===== src/rtl/pwm_pkg.sv =====
// Shared definitions for the PWM generation and detection blocks.
// Contents:
//   PWM_CNT_W_DEFAULT - default width of the high/low counts and the phase counter
//   pwm_state_e       - phase state encoding (IDLE/HIGH/LOW), common to both blocks
package pwm_pkg;

  localparam int unsigned PWM_CNT_W_DEFAULT = 32;

  typedef enum logic [1:0] {
    IDLE = 2'd0,
    HIGH = 2'd1,
    LOW  = 2'd2
  } pwm_state_e;

endpackage


===== src/rtl/pwm_generation_if.sv =====
// Register-file side bundle of the PWM generator.
// master (register file): drives enable, load, high_count, low_count;
//                         receives pwm_out, period_intr, pending.
// slave  (generator)    : the reverse directions.
interface pwm_generation_if
  import pwm_pkg::*;
#(
  parameter int unsigned CNT_W = PWM_CNT_W_DEFAULT
);

  logic             enable;
  logic             load;
  logic [CNT_W-1:0] high_count;
  logic [CNT_W-1:0] low_count;
  logic             pwm_out;
  logic             period_intr;
  logic             pending;

  modport master (
    output enable, load, high_count, low_count,
    input  pwm_out, period_intr, pending
  );

  modport slave (
    input  enable, load, high_count, low_count,
    output pwm_out, period_intr, pending
  );

endinterface


===== src/rtl/pwm_shadow_regs.sv =====
// Double-buffered high/low count registers for the PWM generator.
// A load strobe captures the requested counts into the pending pair and
// raises the pending flag; a period boundary moves a waiting pending pair
// into the active pair. A load landing on a boundary cycle is held for the
// following boundary.
// Ports:
//   clk, reset     - clock, synchronous active-low reset
//   load_i         - capture strobe for high_count_i/low_count_i
//   high_count_i   - requested high time
//   low_count_i    - requested low time
//   boundary_i     - the generator is starting a new period this cycle
//   eff_high_o     - high time the period starting at this boundary will use
//   eff_low_o      - low time the period starting at this boundary will use
//   act_low_o      - low time of the period currently running
//   pending_o      - a loaded pair is waiting for the next boundary
module pwm_shadow_regs
  import pwm_pkg::*;
#(
  parameter int unsigned CNT_W = PWM_CNT_W_DEFAULT
) (
  input  logic             clk,
  input  logic             reset,
  input  logic             load_i,
  input  logic [CNT_W-1:0] high_count_i,
  input  logic [CNT_W-1:0] low_count_i,
  input  logic             boundary_i,
  output logic [CNT_W-1:0] eff_high_o,
  output logic [CNT_W-1:0] eff_low_o,
  output logic [CNT_W-1:0] act_low_o,
  output logic             pending_o
);

  logic [CNT_W-1:0] pend_h_q, pend_l_q;
  logic [CNT_W-1:0] act_h_q,  act_l_q;
  logic             pending_q;

  // Values seen at a boundary already include the pending transfer.
  assign eff_high_o = pending_q ? pend_h_q : act_h_q;
  assign eff_low_o  = pending_q ? pend_l_q : act_l_q;
  assign act_low_o  = act_l_q;
  assign pending_o  = pending_q;

  always_ff @(posedge clk) begin
    if (!reset) begin
      pend_h_q  <= '0;
      pend_l_q  <= '0;
      act_h_q   <= '0;
      act_l_q   <= '0;
      pending_q <= 1'b0;
    end else begin
      if (boundary_i && pending_q) begin
        act_h_q   <= pend_h_q;
        act_l_q   <= pend_l_q;
        pending_q <= 1'b0;
      end
      // The transfer above reads the old pending pair, so a same-cycle load
      // survives as the next pending value and re-arms the flag.
      if (load_i) begin
        pend_h_q  <= high_count_i;
        pend_l_q  <= low_count_i;
        pending_q <= 1'b1;
      end
    end
  end

endmodule


===== src/rtl/pwm_generation.sv =====
// PWM waveform generator driven from programmed high/low times (clk cycles).
// New counts are double-buffered (pwm_shadow_regs) and take effect only at a
// period boundary. period_intr pulses on the first output cycle of each period.
// Ports:
//   clk   - system clock, posedge
//   reset - synchronous active-low reset
//   bus   - pwm_generation_if.slave: enable, load, high_count, low_count in;
//           pwm_out, period_intr, pending out
// Build option: PWM_GEN_INVERT_EN - pwm_out pin drives the complement of the
//   internal waveform (1 in reset and IDLE); state machine and period_intr
//   are unaffected.
module pwm_generation
  import pwm_pkg::*;
#(
  parameter int unsigned CNT_W = PWM_CNT_W_DEFAULT
) (
  input  logic              clk,
  input  logic              reset,
  pwm_generation_if.slave   bus
);

  localparam logic [CNT_W-1:0] CNT_ONE = CNT_W'(1);

  pwm_state_e       state_q;
  logic [CNT_W-1:0] cnt_q;
  logic             pwm_q;
  logic             intr_q;

  logic             boundary;
  logic [CNT_W-1:0] eff_h, eff_l, act_l;

  pwm_shadow_regs #(
    .CNT_W (CNT_W)
  ) u_shadow (
    .clk          (clk),
    .reset        (reset),
    .load_i       (bus.load),
    .high_count_i (bus.high_count),
    .low_count_i  (bus.low_count),
    .boundary_i   (boundary),
    .eff_high_o   (eff_h),
    .eff_low_o    (eff_l),
    .act_low_o    (act_l),
    .pending_o    (bus.pending)
  );

  // A boundary is where the next period starts: leaving IDLE, the end of a
  // HIGH phase with no LOW phase, or the end of a LOW phase.
  always_comb begin
    boundary = 1'b0;
    if (bus.enable) begin
      case (state_q)
        IDLE:    boundary = 1'b1;
        HIGH:    boundary = (cnt_q == '0) && (act_l == '0);
        LOW:     boundary = (cnt_q == '0);
        default: boundary = 1'b0;
      endcase
    end
  end

  always_ff @(posedge clk) begin
    if (!reset) begin
      state_q <= IDLE;
      cnt_q   <= '0;
      pwm_q   <= 1'b0;
      intr_q  <= 1'b0;
    end else if (!bus.enable) begin
      state_q <= IDLE;
      cnt_q   <= '0;
      pwm_q   <= 1'b0;
      intr_q  <= 1'b0;
    end else begin
      intr_q <= 1'b0;
      case (state_q)
        HIGH: begin
          if (cnt_q != '0) begin
            cnt_q <= cnt_q - CNT_ONE;
          end else if (act_l != '0) begin
            state_q <= LOW;
            cnt_q   <= act_l - CNT_ONE;
            pwm_q   <= 1'b0;
          end
        end
        LOW: begin
          if (cnt_q != '0) begin
            cnt_q <= cnt_q - CNT_ONE;
          end
        end
        default: ;
      endcase
      // Period start overrides the per-phase updates above.
      if (boundary) begin
        if (eff_h != '0) begin
          state_q <= HIGH;
          cnt_q   <= eff_h - CNT_ONE;
          pwm_q   <= 1'b1;
          intr_q  <= 1'b1;
        end else if (eff_l != '0) begin
          state_q <= LOW;
          cnt_q   <= eff_l - CNT_ONE;
          pwm_q   <= 1'b0;
          intr_q  <= 1'b1;
        end else begin
          state_q <= IDLE;
          cnt_q   <= '0;
          pwm_q   <= 1'b0;
        end
      end
    end
  end

  assign bus.period_intr = intr_q;

`ifdef PWM_GEN_INVERT_EN
  assign bus.pwm_out = ~pwm_q;
`else
  assign bus.pwm_out = pwm_q;
`endif

endmodule


===== src/flat_wrapper.sv =====
// flat-port wrapper written by rule: the top's interface ports become plain ports
module pwm_generation_flat import pwm_pkg::*;
#(
  parameter int unsigned CNT_W = PWM_CNT_W_DEFAULT
)
  (clk, reset, bus_enable, bus_load, bus_high_count, bus_low_count, bus_pwm_out, bus_period_intr, bus_pending);
  pwm_generation_if #(.CNT_W(CNT_W)) bus_i ();
  input  logic clk;
  input  logic reset;
  input wire logic [$bits(bus_i.enable)-1:0] bus_enable;
  input wire logic [$bits(bus_i.load)-1:0] bus_load;
  input wire logic [$bits(bus_i.high_count)-1:0] bus_high_count;
  input wire logic [$bits(bus_i.low_count)-1:0] bus_low_count;
  output wire logic [$bits(bus_i.pwm_out)-1:0] bus_pwm_out;
  output wire logic [$bits(bus_i.period_intr)-1:0] bus_period_intr;
  output wire logic [$bits(bus_i.pending)-1:0] bus_pending;
  assign bus_i.enable = bus_enable;
  assign bus_i.load = bus_load;
  assign bus_i.high_count = bus_high_count;
  assign bus_i.low_count = bus_low_count;
  assign bus_pwm_out = bus_i.pwm_out;
  assign bus_period_intr = bus_i.period_intr;
  assign bus_pending = bus_i.pending;
  pwm_generation #(.CNT_W(CNT_W)) u_core (.clk(clk), .reset(reset), .bus(bus_i));
endmodule

===== config.mk =====
export PLATFORM = sky130hd
export DESIGN_NAME = pwm_generation_flat
export DESIGN_NICKNAME = d
export VERILOG_FILES = /design/src/rtl/pwm_pkg.sv /design/src/rtl/pwm_generation_if.sv /design/src/rtl/pwm_shadow_regs.sv /design/src/rtl/pwm_generation.sv /design/src/flat_wrapper.sv
export SDC_FILE = /design/constraint.sdc
export NUM_CORES = 1
export LEC_CHECK = 0
export BUFFER_PORTS_ARGS = -buffer_cell sky130_fd_sc_hd__buf_2
export CAP_MARGIN = 15
export CORE_MARGIN = 8
export CORE_UTILIZATION = 31
export CTS_BUF_LIST = sky130_fd_sc_hd__clkbuf_8
export DETAILED_ROUTE_END_ITERATION = 6
export HOLD_SLACK_MARGIN = 0.12
export PLACE_DENSITY_LB_ADDON = 0.2
export SLEW_MARGIN = 20
export SYNTH_ARGS = -nofsm -noshare
export SYNTH_HDL_FRONTEND = slang
export SYNTH_HIERARCHICAL = 1
export SYNTH_SLANG_ARGS = --single-unit

===== constraint.sdc =====
create_clock -name clk -period 6.7 [get_ports clk]
set_clock_uncertainty 0.2 [all_clocks]
set_input_delay 1.005 -clock clk [delete_from_list [all_inputs] [get_ports clk]]
set_output_delay 1.005 -clock clk [all_outputs]
set_load 0.05 [all_outputs]

Word-level counts from Yosys, hierarchy flattened. Index checks and enable logic that the tools add are counted.

Add/sub/neg operators: 4. Eq/ne operators: 5. Muxes and demuxes: 26. Reduce and logical (&&, ||, !) cells: 17.

Operator list (number): 32-bit two-way mux (8); 32-bit nonzero test (4); 32-bit by 1-bit subtractor with 32-bit output, second input constant (4); 32-bit zero test (2); 32-bit case mux with 2 select lines (1); 2-bit two-way mux (6); 1-bit two-way mux (10); 3-bit AND reduction (3); 2-bit nonzero test (3); 4-bit by 2-bit != test with 1-bit output, second input constant (1); 3-bit by 2-bit != test with 1-bit output, second input constant (1); 1-bit case mux with 3 select lines (1); 3-bit nonzero test (1); 2-bit by 1-bit equality test with 1-bit output, second input constant (1); 2-bit equality test, second input constant (1); 1-bit logical AND (2); 2-bit zero test (1); 2-bit != test, second input constant (1); 2-bit AND reduction (1).

Register bits: 165. Bits of input ports: 68. Output and inout bits: 3. Logic and storage cells: 61.

Logic depth before layout (Yosys ltp). Gate-level depths: netlist (run 1).

Depth after elaboration: 7. Depth in mapped cells: 13. Depth with buffers taken out: 10.

Cells and area by module. The synthesis (run 1) kept the hierarchy.

Modules (own cells, without submodules): pwm_shadow_regs (times used 1, cells each 572, area an instance 5667.9 µm², sequential area each 2582.5 µm²); pwm_generation (times used 1, cells each 657, area an instance 4621.9 µm², sequential area each 700.7 µm²).

Worst setup path before layout (run 1). Ideal clock, no wire load.

Kind: register -> register. From: register u_core.u_shadow.pending_q, in the netlist u_core/u_shadow/pending_o. To: register u_core.cnt_q[3]. Setup time: 0.132 ns. Data arrival time: 3.451 ns. Data required time: 6.368 ns. Slack: 2.917 ns. Cell stages (with the launch flop): 12. Path buffers: 4. Clock period less this slack: 3.783 ns. Cell sequence: dfxtp_1 > buf_4 > buf_6 > mux2_1 > or4_1 > nor4_2 > nand4_1 > and2_1 > buf_2 > buf_2 > o21ai_0 > a31oi_1.

Elaborated cells on any way between the ends: 9. Those cells by class: add/sub: 2; mux: 5; reduce/logical: 2.

RTL lines: from (decl) (RTL line pwm_shadow_regs.sv:35) `logic pending_q;`; from (signal assigned) (RTL line pwm_shadow_regs.sv:49) `pending_q <= 1'b0;`; from (signal assigned) (RTL line pwm_shadow_regs.sv:54) `pending_q <= 1'b0;`; from (signal assigned) (RTL line pwm_shadow_regs.sv:61) `pending_q <= 1'b1;`; 32-bit two-way mux (RTL line pwm_shadow_regs.sv:38) `assign eff_high_o = pending_q ? pend_h_q : act_h_q;`; via u_core.eff_h[14] (RTL line pwm_generation.sv:30) `logic [CNT_W-1:0] eff_h, eff_l, act_l;`; 32-bit nonzero test (RTL line pwm_generation.sv:93) `if (eff_h != '0) begin`; 32-bit two-way mux (RTL line pwm_generation.sv:93); 32-bit two-way mux (RTL line pwm_generation.sv:92) `if (boundary) begin`; to (signal assigned) (RTL line pwm_generation.sv:86) `cnt_q <= cnt_q - CNT_ONE;`; to (signal assigned) (RTL line pwm_generation.sv:95) `cnt_q <= eff_h - CNT_ONE;`; to (signal assigned) (RTL line pwm_generation.sv:100) `cnt_q <= eff_l - CNT_ONE;`; to (decl) (RTL line pwm_generation.sv:25) `logic [CNT_W-1:0] cnt_q;`.

The timed path passes the listed nets, and every way through them passes these cells. A chain may end at the register's enable or synchronous reset.

Worst setup path after layout (run 1).
From: register u_core.u_shadow.pending_q, in the netlist u_core/u_shadow/pending_o. To: register u_core.cnt_q[18].

Cells in the longest elaborated chain, start to end: 5. Elaborated cells on any way between the ends: 9. Those cells by class: add/sub: 2; mux: 5; reduce/logical: 2.

RTL lines: 32-bit two-way mux (RTL line pwm_shadow_regs.sv:39) `assign eff_low_o = pending_q ? pend_l_q : act_l_q;`; via u_core.eff_l[21] (RTL line pwm_generation.sv:30); 32-bit nonzero test (RTL line pwm_generation.sv:98) `end else if (eff_l != '0) begin`; 32-bit two-way mux (RTL line pwm_generation.sv:98); 32-bit two-way mux (RTL line pwm_generation.sv:93); 32-bit two-way mux (RTL line pwm_generation.sv:92).

The timed path passes the listed nets, and every way through them passes these cells.

==> flow_summary.yaml, run 1 <==
outcome:
  outcome: "complete, no violations"
setup_path:
  crit_path_end_kind: "register"
  critical_path_class: "reg -> reg"
  cp_num_buf_inv: 1
  crit_path_max_fanout: 74
  slowest_delay_ns: 0.89
  path_delay_family: "simple AND/OR/NAND/NOR gates"
  required_ns: 6.85
  cp_slowest_cell: "dfxtp_4"
  cp-start-kind: "register"
  cp.arrival_ns: 4.78
  worstPathCellList: "buf_12 > mux2_1 > or4_1 > nor4_1 > nand4_1 > nand2_1 > nor2_1 > o21ai_0 > o21ai_0"
  cpMostUsedCell: "o21ai_0"
clock_tree:
  root_buffer: "clkbuf_8"
  holdBufCountCts: 0
  clock_latency_ns: 0.48
  clkTransAtPathRegs_ns: 0.10
  cts_resized: 0
  clockBufferDepth: 2
  cts_made_buffers: 17
  postCtsSetupRepairBufs: 0
  clkSinkCount: 164
  h-tree-depth: 4
  cts_tree: "built"
floorplan:
  rows: 66
  core_area_mm2: 0.03262
  dieArea_mm2: 0.03928
  die_y_um: 198.2
  initial_core_util_pct: 31.55
  io_pins: 71
  fp.dieW_um: 198.2
placed_design:
  dp_cells: 1664
  routabilityCongestion: 0.8942
  dp_hpwl_mm: 22.62
  io_buffers: 70
grt:
  grt_pass1_vias: 8580
  grt_pass1_wl_mm: 50.29
  antenna_found_initial: 0
  grt_max_degree: 79
  overflow: 0
  grt.total_usage_pct: 16.18
timing:
  tns_ns: 0
  report.final.slew_viol_count: 0
  setup_viol: 0
  period_needed_ns: 4.630
  post-route-period-util_pct: 69.11
  rsz0062_at_grt: "false"
  final-hold-violation-count: 0
  slew_headroom_pct: 23.87
  tightestPinTransition_ns: 1.142
  max_freq_ghz: 0.2160
synth:
  syn_area_per_cell_um2: 8.373
  synthArstFlopShare_pct: 0
  synth-main-ff-cell: "dfxtp_1"
  synthesis.nets: 1305
  ys_ff_latch: 164
  synth.top_cells.by_area: "dfxtp_1 32%, mux2i_1 6.4%, mux2_1 5.9%"
  synthCells: 1229
  synth_area_leader_cell: "dfxtp_1"
  synth_top_area_share_pct: 31.91
  ys_types: 66
  synth_edf_count: 0
  synthesis.area_mm2: 0.01029
  synth_warnings: 6
  ys_seq_area_share_pct: 31.91
finish:
  antenna_cells: 0
  fin_nets: 1317
  mostFrequentLayoutCell: "dfxtp_1"
  final_cells: 1696
  drive_above_1_share_pct: 12.28
  layout_common_cells: "163 x dfxtp_1, 135 x nand2_1, 76 x nand4_1, 70 x nor2b_1"
  area_growth_pct: 8.900
route:
  drtIter0Drc: 673
  num_vias: 9028
  drc: 0
  wl_per_cell_um: 18.69
  drt_pass1_iterations: 5
  wirelength_mm: 31.70
  drtAntennaViolNets: 0
  via_per_inst: 5.323
run:
  maxCapViolCount: 0
worst_hold_path:
  hold_path.class: "reg -> reg"
pwr:
  power.density_mw_per_mm2: 356.3
  peakVddDrop_uv: 129.3
  leakagePower_nw: 4.430
[registers in the layout, summed over array words and instances (netlist names)]
| name | flops |
|---|---|
| u_core/u_shadow/pend_h_q | 32 |
| u_core/u_shadow/pending_o | 1 |
| u_core/u_shadow/act_low_o | 32 |
| u_core/u_shadow/act_h_q | 32 |
| u_core/cnt_q | 32 |
| u_core/bus.period_intr | 1 |
| u_core/u_shadow/pend_l_q | 32 |
| u_core/state_q | 2 |
[Yosys cell counts (15+ instances only)]
library cell    n
a21oi_1        18
buf_2          46
or3_1          17
nor3_1         37
nor2b_1        70
mux2_1         54
nand2_1       136
or4_1          16
o211ai_1       15
nor2_1         58
nand4_1        76
xnor2_1        53
o21ai_1        68
xor2_1         44
nor4_1         30
clkbuf_1       26
a31oi_1        20
nand3_1        20
dfxtp_1       164
mux2i_1        66
o21ai_0        24
[through the flow]
stage	utilization [%]	power, mW	area (um^2)	hold slack (ns)	worst slack (ns)
finish	34.35	3.992	11210	0.2476	2.070
detailed placement	33.13	3.239	10810	0.2357	2.165
global route	34.35	4.270	11210	0.2679	1.751
CTS	34.35	4.010	11210	0.2491	2.169
global placement	33.12	3.233	10800	0.2307	2.260
floorplan	-	2.688	10290	0.2243	2.917
[logic make-up after synthesis]
kind of cell	synth area share (%)
xor+xnor	8.256
simple gates	27.71
buf+inv	5.496
mux	13.42
compound gates	12.23
flops	31.91
fa+ha+maj	0.9728
[metal layers]
| layer | vias to the layer above | part of all wire [%] | GRT usage, % |
|---|---|---|---|
| met3 | 38 | 3.7 | 2.615 |
| li1 | 4513 | - | - |
| met2 | 209 | 47 | 25.88 |
| met4 | 0 | 2.7 | 5.835 |
| met1 | 4268 | 47 | 21.69 |
| met5 | - | 0 | 0 |
[layout make-up]
type,count,area [um^2]
clock buffer,18,247.7
tap,442,553.0
inverter,13,48.80
multi-input combinational,962,6452
fill,3445,21410
timing repair buffer,83,465.4
sequential,164,3287
clock inverter,14,151.4
[final timing paths]
kind         slack, ns                          to                       start  cells after the start
max               2.07            u_core/cnt_q[18]   u_core/u_shadow/pending_o                      9
max reg2reg       2.07            u_core/cnt_q[18]   u_core/u_shadow/pending_o                      9
min               0.25  u_core/u_shadow/act_h_q[9]  u_core/u_shadow/act_h_q[9]                      2
min reg2reg       0.25  u_core/u_shadow/act_h_q[9]  u_core/u_shadow/act_h_q[9]                      2
[power by group]
| part | leakage [nW] | switching, mW | internal, mW |
|---|---|---|---|
| combinational | 2.89 | 1.35 | 0.712 |
| sequential | 1.34 | 0.112 | 1.06 |
| clock | 0.200 | 0.407 | 0.345 |
[worst register-to-register path: cells and delay by family (launching register included)]
family | cells | cell delay (ns)
buffers and inverters | 1 | 0.35
flip-flops | 1 | 0.89
multiplexers | 1 | 0.49
AND/OR/NAND/NOR | 5 | 2.07
AO/OA/AOI/OAI | 2 | 0.51
Note: power is estimated with default switching activity, not from simulation.
==> run 2: changes to the inputs <==
==> constraint.sdc (replaced) <==
create_clock -name clk -period 3.8 [get_ports clk]
set_clock_uncertainty 0.2 [all_clocks]
set_input_delay 0.57 -clock clk [delete_from_list [all_inputs] [get_ports clk]]
set_output_delay 0.57 -clock clk [all_outputs]
set_load 0.05 [all_outputs]
==> run 2 against run 1 <==
Compared with the run above: the run now ends with DRC left; register-to-register slack got worse by 1.8 ns; sequential share of layout area decreased by 1.6 points; critical path type unchanged; non-clock buffer count increased by 69; core utilization up 2.0 points; final area rose by 5.9%; global-route usage is 0.29 points higher; worst hold slack got worse by 0.088 ns; highest routed layer unchanged; maximum frequency rose by 29%; count of clock-buffer cells in the layout increased by 2; setup slack got worse by 1.8 ns.
==> flow_summary.yaml, run 2 (same netlist as run 1, synthesis figures left out) <==
outcome:
  outcome: "finished, violations left"
  violations: "DRC"
setup_path:
  cp-start-kind: "register"
  cp.arrival_ns: 3.78
  worstPathCellList: "or4_4 > or3_4 > or4_4 > o21ai_4 > buf_12 > and3_1 > buf_12 > a22oi_1 > a31oi_1"
  cp_slowest_cell: "or4_4"
  crit_path_end_kind: "register"
  path_delay_family: "simple AND/OR/NAND/NOR gates"
  required_ns: 4.00
  cp_num_buf_inv: 2
  crit_path_max_fanout: 45
  slowest_delay_ns: 0.61
  critical_path_class: "reg -> reg"
clock_tree:
  clock_latency_ns: 0.48
  postCtsSetupRepairBufs: 0
  h-tree-depth: 4
  clkSinkCount: 164
  clkTransAtPathRegs_ns: 0.09
  clockBufferDepth: 2
  cts_tree: "built"
  cts_made_buffers: 17
  root_buffer: "clkbuf_8"
finish:
  fin_nets: 1386
  nFillCells: 3381
  area_growth_pct: 15.28
  antenna_cells: 0
  drive_above_1_share_pct: 15.36
  mostFrequentLayoutCell: "dfxtp_1"
  layout_common_cells: "163 x dfxtp_1, 136 x nand2_1, 76 x nand4_1, 70 x nor2b_1"
  final_cells: 1764
placed_design:
  routabilityCongestion: 0.8898
  dp_cells: 1714
  dp_hpwl_mm: 24.35
  dp_slack_ns: 0.08218
  io_buffers: 70
route:
  drtAntennaViolNets: 0
  wirelength_mm: 32.64
  drtIter0Drc: 743
  wl_per_cell_um: 18.50
  num_vias: 9311
  via_per_inst: 5.278
  drt_pass1_iterations: 7
  drc: 4
grt:
  antenna_found_initial: 0
  grt.total_usage_pct: 16.47
  overflow: 0
  grt_max_degree: 104
  grt_pass1_wl_mm: 50.83
  grt_pass1_vias: 8828
pwr:
  peakVddDrop_uv: 299.9
  leakagePower_nw: 4.779
  power.total_mw: 7.347
  power.density_mw_per_mm2: 619.4
timing:
  final-hold-violation-count: 0
  slew_headroom_pct: 37.05
  rsz0062_at_grt: "false"
  tns_ns: 0
  period_needed_ns: 3.580
  report.final.slew_viol_count: 0
  fin_ws_ns: 0.2200
  max_freq_ghz: 0.2793
  post-route-period-util_pct: 94.21
  tightestPinTransition_ns: 0.9443
  setup_viol: 0
floorplan:
  rows: 66
  initial_core_util_pct: 31.55
  dieArea_mm2: 0.03928
  core_area_mm2: 0.03262
  io_pins: 71
  fp.dieW_um: 198.2
  die_y_um: 198.2
worst_hold_path:
  hold_path.class: "in -> reg"
run:
  maxCapViolCount: 0
[run 2: cell types whose count changed in the layout (fill, tap and decap cells not counted), sizes merged]
| cell | previous run | this run |
|---|---|---|
| dlygate4sd3 | 0 | 19 |
| clkbuf | 18 | 20 |
| clkinv | 6 | 4 |
| inv | 17 | 15 |
| clkinvlp | 2 | 3 |
| buf | 83 | 133 |
[run 2: through the flow]
step	util [%]	area [um^2]	hold WS [ns]
final	36.37	11860	0.1593
after global routing	36.37	11860	0.1234
after CTS	36.35	11860	0.1204
after detailed placement	34.54	11270	0.2360
after global placement	34.54	11270	0.2315
after floorplan	-	10290	0.2243
[run 2: worst register-to-register path, delay by kind of cell (launching register included)]
kind,cells,cell delay [ns]
flip-flops,1,0.36
AND/OR/NAND/NOR,4,1.82
AO/OA/AOI/OAI,3,0.67
buffers and inverters,2,0.46
[run 2: timing repair]
action | 4_1_cts | 5_1_grt
endpoints found under the setup margin | 0 | 2
gates resized for setup | 0 | 1
hold buffers | 19 | 0
hold endpoints to repair | 19 | 0
[run 2: routing by layer]
| layer | vias up | track usage [%] | wire length (um) |
|---|---|---|---|
| met3 | 31 | 2.462 | 1440 |
| met1 | 4416 | 22.54 | 15460 |
| met2 | 231 | 26.01 | 14880 |
| met4 | 0 | 5.752 | 852 |
| li1 | 4633 | - | - |
| met5 | - | 0 | 0 |
[run 2: final cells by class]
class	count	area (um^2)	share of cell area (%)
Tap cell	442	553.0	4.662
Inverter	13	48.80	0.4113
Timing Repair Buffer	152	1119	9.429
Multi-Input combinational cell	962	6456	54.42
Clock inverter	11	123.9	1.044
Sequential cell	164	3287	27.71
Clock buffer	20	275.3	2.320
[run 2: worst paths after layout]
path                            startpoint                            to  slack [ns]  cells after the start
max          u_core/u_shadow/act_low_o[17]              u_core/cnt_q[25]        0.22                      9
min                      bus_low_count[29]  u_core/u_shadow/pend_l_q[29]        0.16                      3
max reg2reg  u_core/u_shadow/act_low_o[17]              u_core/cnt_q[25]        0.22                      9
min reg2reg     u_core/u_shadow/act_h_q[5]    u_core/u_shadow/act_h_q[5]        0.25                      2
[run 2: where the power goes]
part	total (mW)	switching (mW)	internal [mW]
Sequential	2.05	0.180	1.87
Clock	1.33	0.691	0.634
Combinational	3.97	2.44	1.53
==> run 3: changes to the inputs <==
--- a/config.mk
+++ b/config.mk
@@ -11,10 +11,9 @@
 export CORE_UTILIZATION = 31
 export CTS_BUF_LIST = sky130_fd_sc_hd__clkbuf_8
 export DETAILED_ROUTE_END_ITERATION = 6
-export HOLD_SLACK_MARGIN = 0.12
+export HOLD_SLACK_MARGIN = 0.1
 export PLACE_DENSITY_LB_ADDON = 0.2
 export SLEW_MARGIN = 20
 export SYNTH_ARGS = -nofsm -noshare
 export SYNTH_HDL_FRONTEND = slang
-export SYNTH_HIERARCHICAL = 1
 export SYNTH_SLANG_ARGS = --single-unit
==> run 3 against run 2 <==
Compared with the run above: the run still ends with DRC left; non-clock buffer count increased by 3; register-to-register slack got worse by 0.07 ns; area after synthesis increased by 6.1%; sequential share of layout area decreased by 1.6 points; die area increased by 5.6%; worst hold slack got worse by 0.013 ns; maximum frequency decreased by 1.8%; synthesized cell count increased by 9.5%; core utilization about the same; sequential power decreased by 6%; power decreased by 24%; final area increased by 6.1%; largest cell class unchanged.
==> flow_summary.yaml, run 3 <==
outcome:
  outcome: "finished, violations left"
  violations: "DRC"
pwr:
  sw_frac_of_total_pct: 39.46
  p_sw_mw: 2.192
  pwr-share-clk_pct: 26.1
  power.total_mw: 5.554
  p_comb_share_pct: 39.2
  pwr-share-seq_pct: 34.7
  leakagePower_nw: 4.776
  p_int_mw: 3.362
  power.density_mw_per_mm2: 441.2
  peakVddDrop_uv: 185.1
route:
  wl_met3_mm: 2.180
  wl_per_cell_um: 20.65
  highest_layer: "met4"
  drtIter0Drc: 855
  num_vias: 10360
  drtAntennaViolNets: 0
  wl_met2_mm: 18.50
  via_per_inst: 5.465
  drc: 1
  drt_pass1_iterations: 7
  wirelength_mm: 39.12
  drt-met1-wl_mm: 17.20
finish:
  area_growth_pct: 15.25
  mostFrequentLayoutCell: "nand2_1"
  layout_common_cells: "204 x nand2_1, 163 x dfxtp_1, 120 x mux2i_1, 79 x buf_4, 70 x nor2b_1"
  final_core_util_pct: 36.35
  fin_nets: 1507
  drive_above_1_share_pct: 16.05
timing:
  report.final.slew_viol_count: 0
  post-route-period-util_pct: 95.96
  setup_viol: 0
  final-hold-violation-count: 0
  slew_headroom_pct: 48.66
  rsz0062_at_grt: "false"
  tns_ns: 0
  period_needed_ns: 3.646
  max_freq_ghz: 0.2742
  tightestPinTransition_ns: 0.7671
synth:
  syn_area_per_cell_um2: 8.114
  synth_common_cells: "204 x nand2_1, 164 x dfxtp_1, 120 x mux2i_1"
  synthCells: 1346
  synth_area_leader_cell: "dfxtp_1"
  ys_seq_area_share_pct: 30.06
  synth_edf_count: 0
  synth.most_common_cell: "nand2_1"
  synth_top_area_share_pct: 30.06
  synth_warnings: 0
  synth-main-ff-cell: "dfxtp_1"
  ys_ff_latch: 164
  ys_types: 76
  synthArstFlopShare_pct: 0
  synthesis.nets: 1426
  synthesis.area_mm2: 0.01092
  synth.top_cells.by_area: "dfxtp_1 30%, mux2i_1 11%, nand2_1 7.0%"
floorplan:
  fp.dieW_um: 203.7
  io_pins: 71
  core_area_mm2: 0.03463
  dieArea_mm2: 0.04149
  die_y_um: 203.7
  rows: 68
  initial_core_util_pct: 31.54
clock_tree:
  cts_made_buffers: 17
  clkSinkCount: 164
  cts_resized: 0
  cts_tree: "built"
  clockBufferDepth: 2
  root_buffer: "clkbuf_8"
  clkTransAtPathRegs_ns: 0.10
  h-tree-depth: 4
  holdBufCountCts: 0
  postCtsSetupRepairBufs: 0
  clock_latency_ns: 0.49
grt:
  grt_max_degree: 58
  overflow: 0
  antenna_found_initial: 0
  grt_pass1_wl_mm: 60.38
  grt.total_usage_pct: 18.45
  grt_pass1_vias: 10040
setup_path:
  reg2reg_from: "u_core.cnt_q[8]"
  cp.arrival_ns: 3.86
  critical_path_class: "reg -> reg"
  reg2reg_depth: 7
  endpoint: "u_core.cnt_q[8]"
  crit_start: "u_core.cnt_q[8]"
  slowest_delay_ns: 0.71
  crit_path_end_kind: "register"
  required_ns: 4.02
  crit_path_max_fanout: 10
  path_depth: 7
  worstPathCellList: "or4_4 > or4_1 > nor3_4 > a31oi_2 > a21oi_2 > a22oi_1 > a31oi_1"
  r2r-end: "u_core.cnt_q[8]"
  cp-start-kind: "register"
  cp_slowest_cell: "or4_1"
  path_delay_family: "simple AND/OR/NAND/NOR gates"
  rrSetupSlack_ns: 0.15
  cp_num_buf_inv: 0
worst_hold_path:
  hold_path.class: "in -> reg"
placed_design:
  io_buffers: 70
  dp_hpwl_mm: 29.61
  routabilityCongestion: 0.9750
run:
  maxCapViolCount: 0
## run 3: changes by cell type in the layout (fill, tap and decap cells not counted), moves of 22 or more
cell	before	now
a21boi_1	0	60
nand4_1	76	15
mux2_1	54	0
o21ai_1	68	1
nor3_1	37	59
mux2i_1	66	120
buf_4	57	79
nand2_1	136	204
## run 3: layout make-up
class / instances / area, um^2
Antenna cell: 1 / 2.502
Sequential cell: 164 / 3287
Clock buffer: 18 / 247.7
Clock inverter: 13 / 182.7
Timing Repair Buffer: 155 / 1094
Multi-Input combinational cell: 1076 / 7156
Inverter: 13 / 48.80
Tap cell: 455 / 569.3
Fill cell: 3605 / 22040
## run 3: per-layer routing
layer / global-route usage, % / vias to the layer above
met4: 6.734 / 0
met2: 30.52 / 292
met1: 23.82 / 4977
li1: - / 5024
met3: 3.078 / 64
met5: 0 / -
## run 3: power by group through the flow
stage	logic, mW	clock network (mW)	registers [mW]
5_1_grt	2.34	1.54	1.94
6_report	2.18	1.45	1.93
3_5_place_dp	2.13	0	1.97
4_1_cts	2.14	1.49	1.93
3_3_place_gp	2.14	0	1.97
2_1_floorplan	1.43	0	1.93
## run 3: how the worst min path moves through the flow
| stage | start | end | depth (start not counted) |
|---|---|---|---|
| 3_5_place_dp | u_core.u_shadow.act_h_q[31] | u_core.u_shadow.act_h_q[31] | 2 |
| 2_1_floorplan | u_core.u_shadow.act_h_q[31] | u_core.u_shadow.act_h_q[31] | 2 |
| 3_3_place_gp | u_core.u_shadow.act_h_q[31] | u_core.u_shadow.act_h_q[31] | 2 |
| 4_1_cts | bus_high_count[11] | u_core.u_shadow.pend_h_q[11] | 3 |
| 5_1_grt | bus_low_count[15] | u_core.u_shadow.pend_l_q[15] | 3 |
| 6_report | bus_high_count[11] | u_core.u_shadow.pend_h_q[11] | 3 |
## run 3: metrics by stage
stage                     cells  setup WS, ns  instance area, um^2  hold WS [ns]
after floorplan            1346      0.008235                10950        0.2344
after CTS                  1894        0.2122                12580        0.1180
after detailed placement   1863        0.2295                12150        0.2501
final                      1895        0.1535                12590        0.1465
after global routing       1894       0.04146                12580        0.1474
after global placement     1863        0.2195                12150        0.2429
## run 3: cell families after synthesis
group | share of synthesized area, %
AO/OA/AOI/OAI | 17.46
AND/OR/NAND/NOR | 27.47
XOR/XNOR | 7.458
multiplexers | 11.51
adder cells (fa/ha/maj) | 1.375
buffers and inverters | 4.663
flip-flops | 30.06
## run 3: worst min-delay path, delay by kind of cell
kind	cells	cell delay, ns
muxes	1	0.05
and+or+nand+nor	1	0.09
buffers and inverters	1	0.07
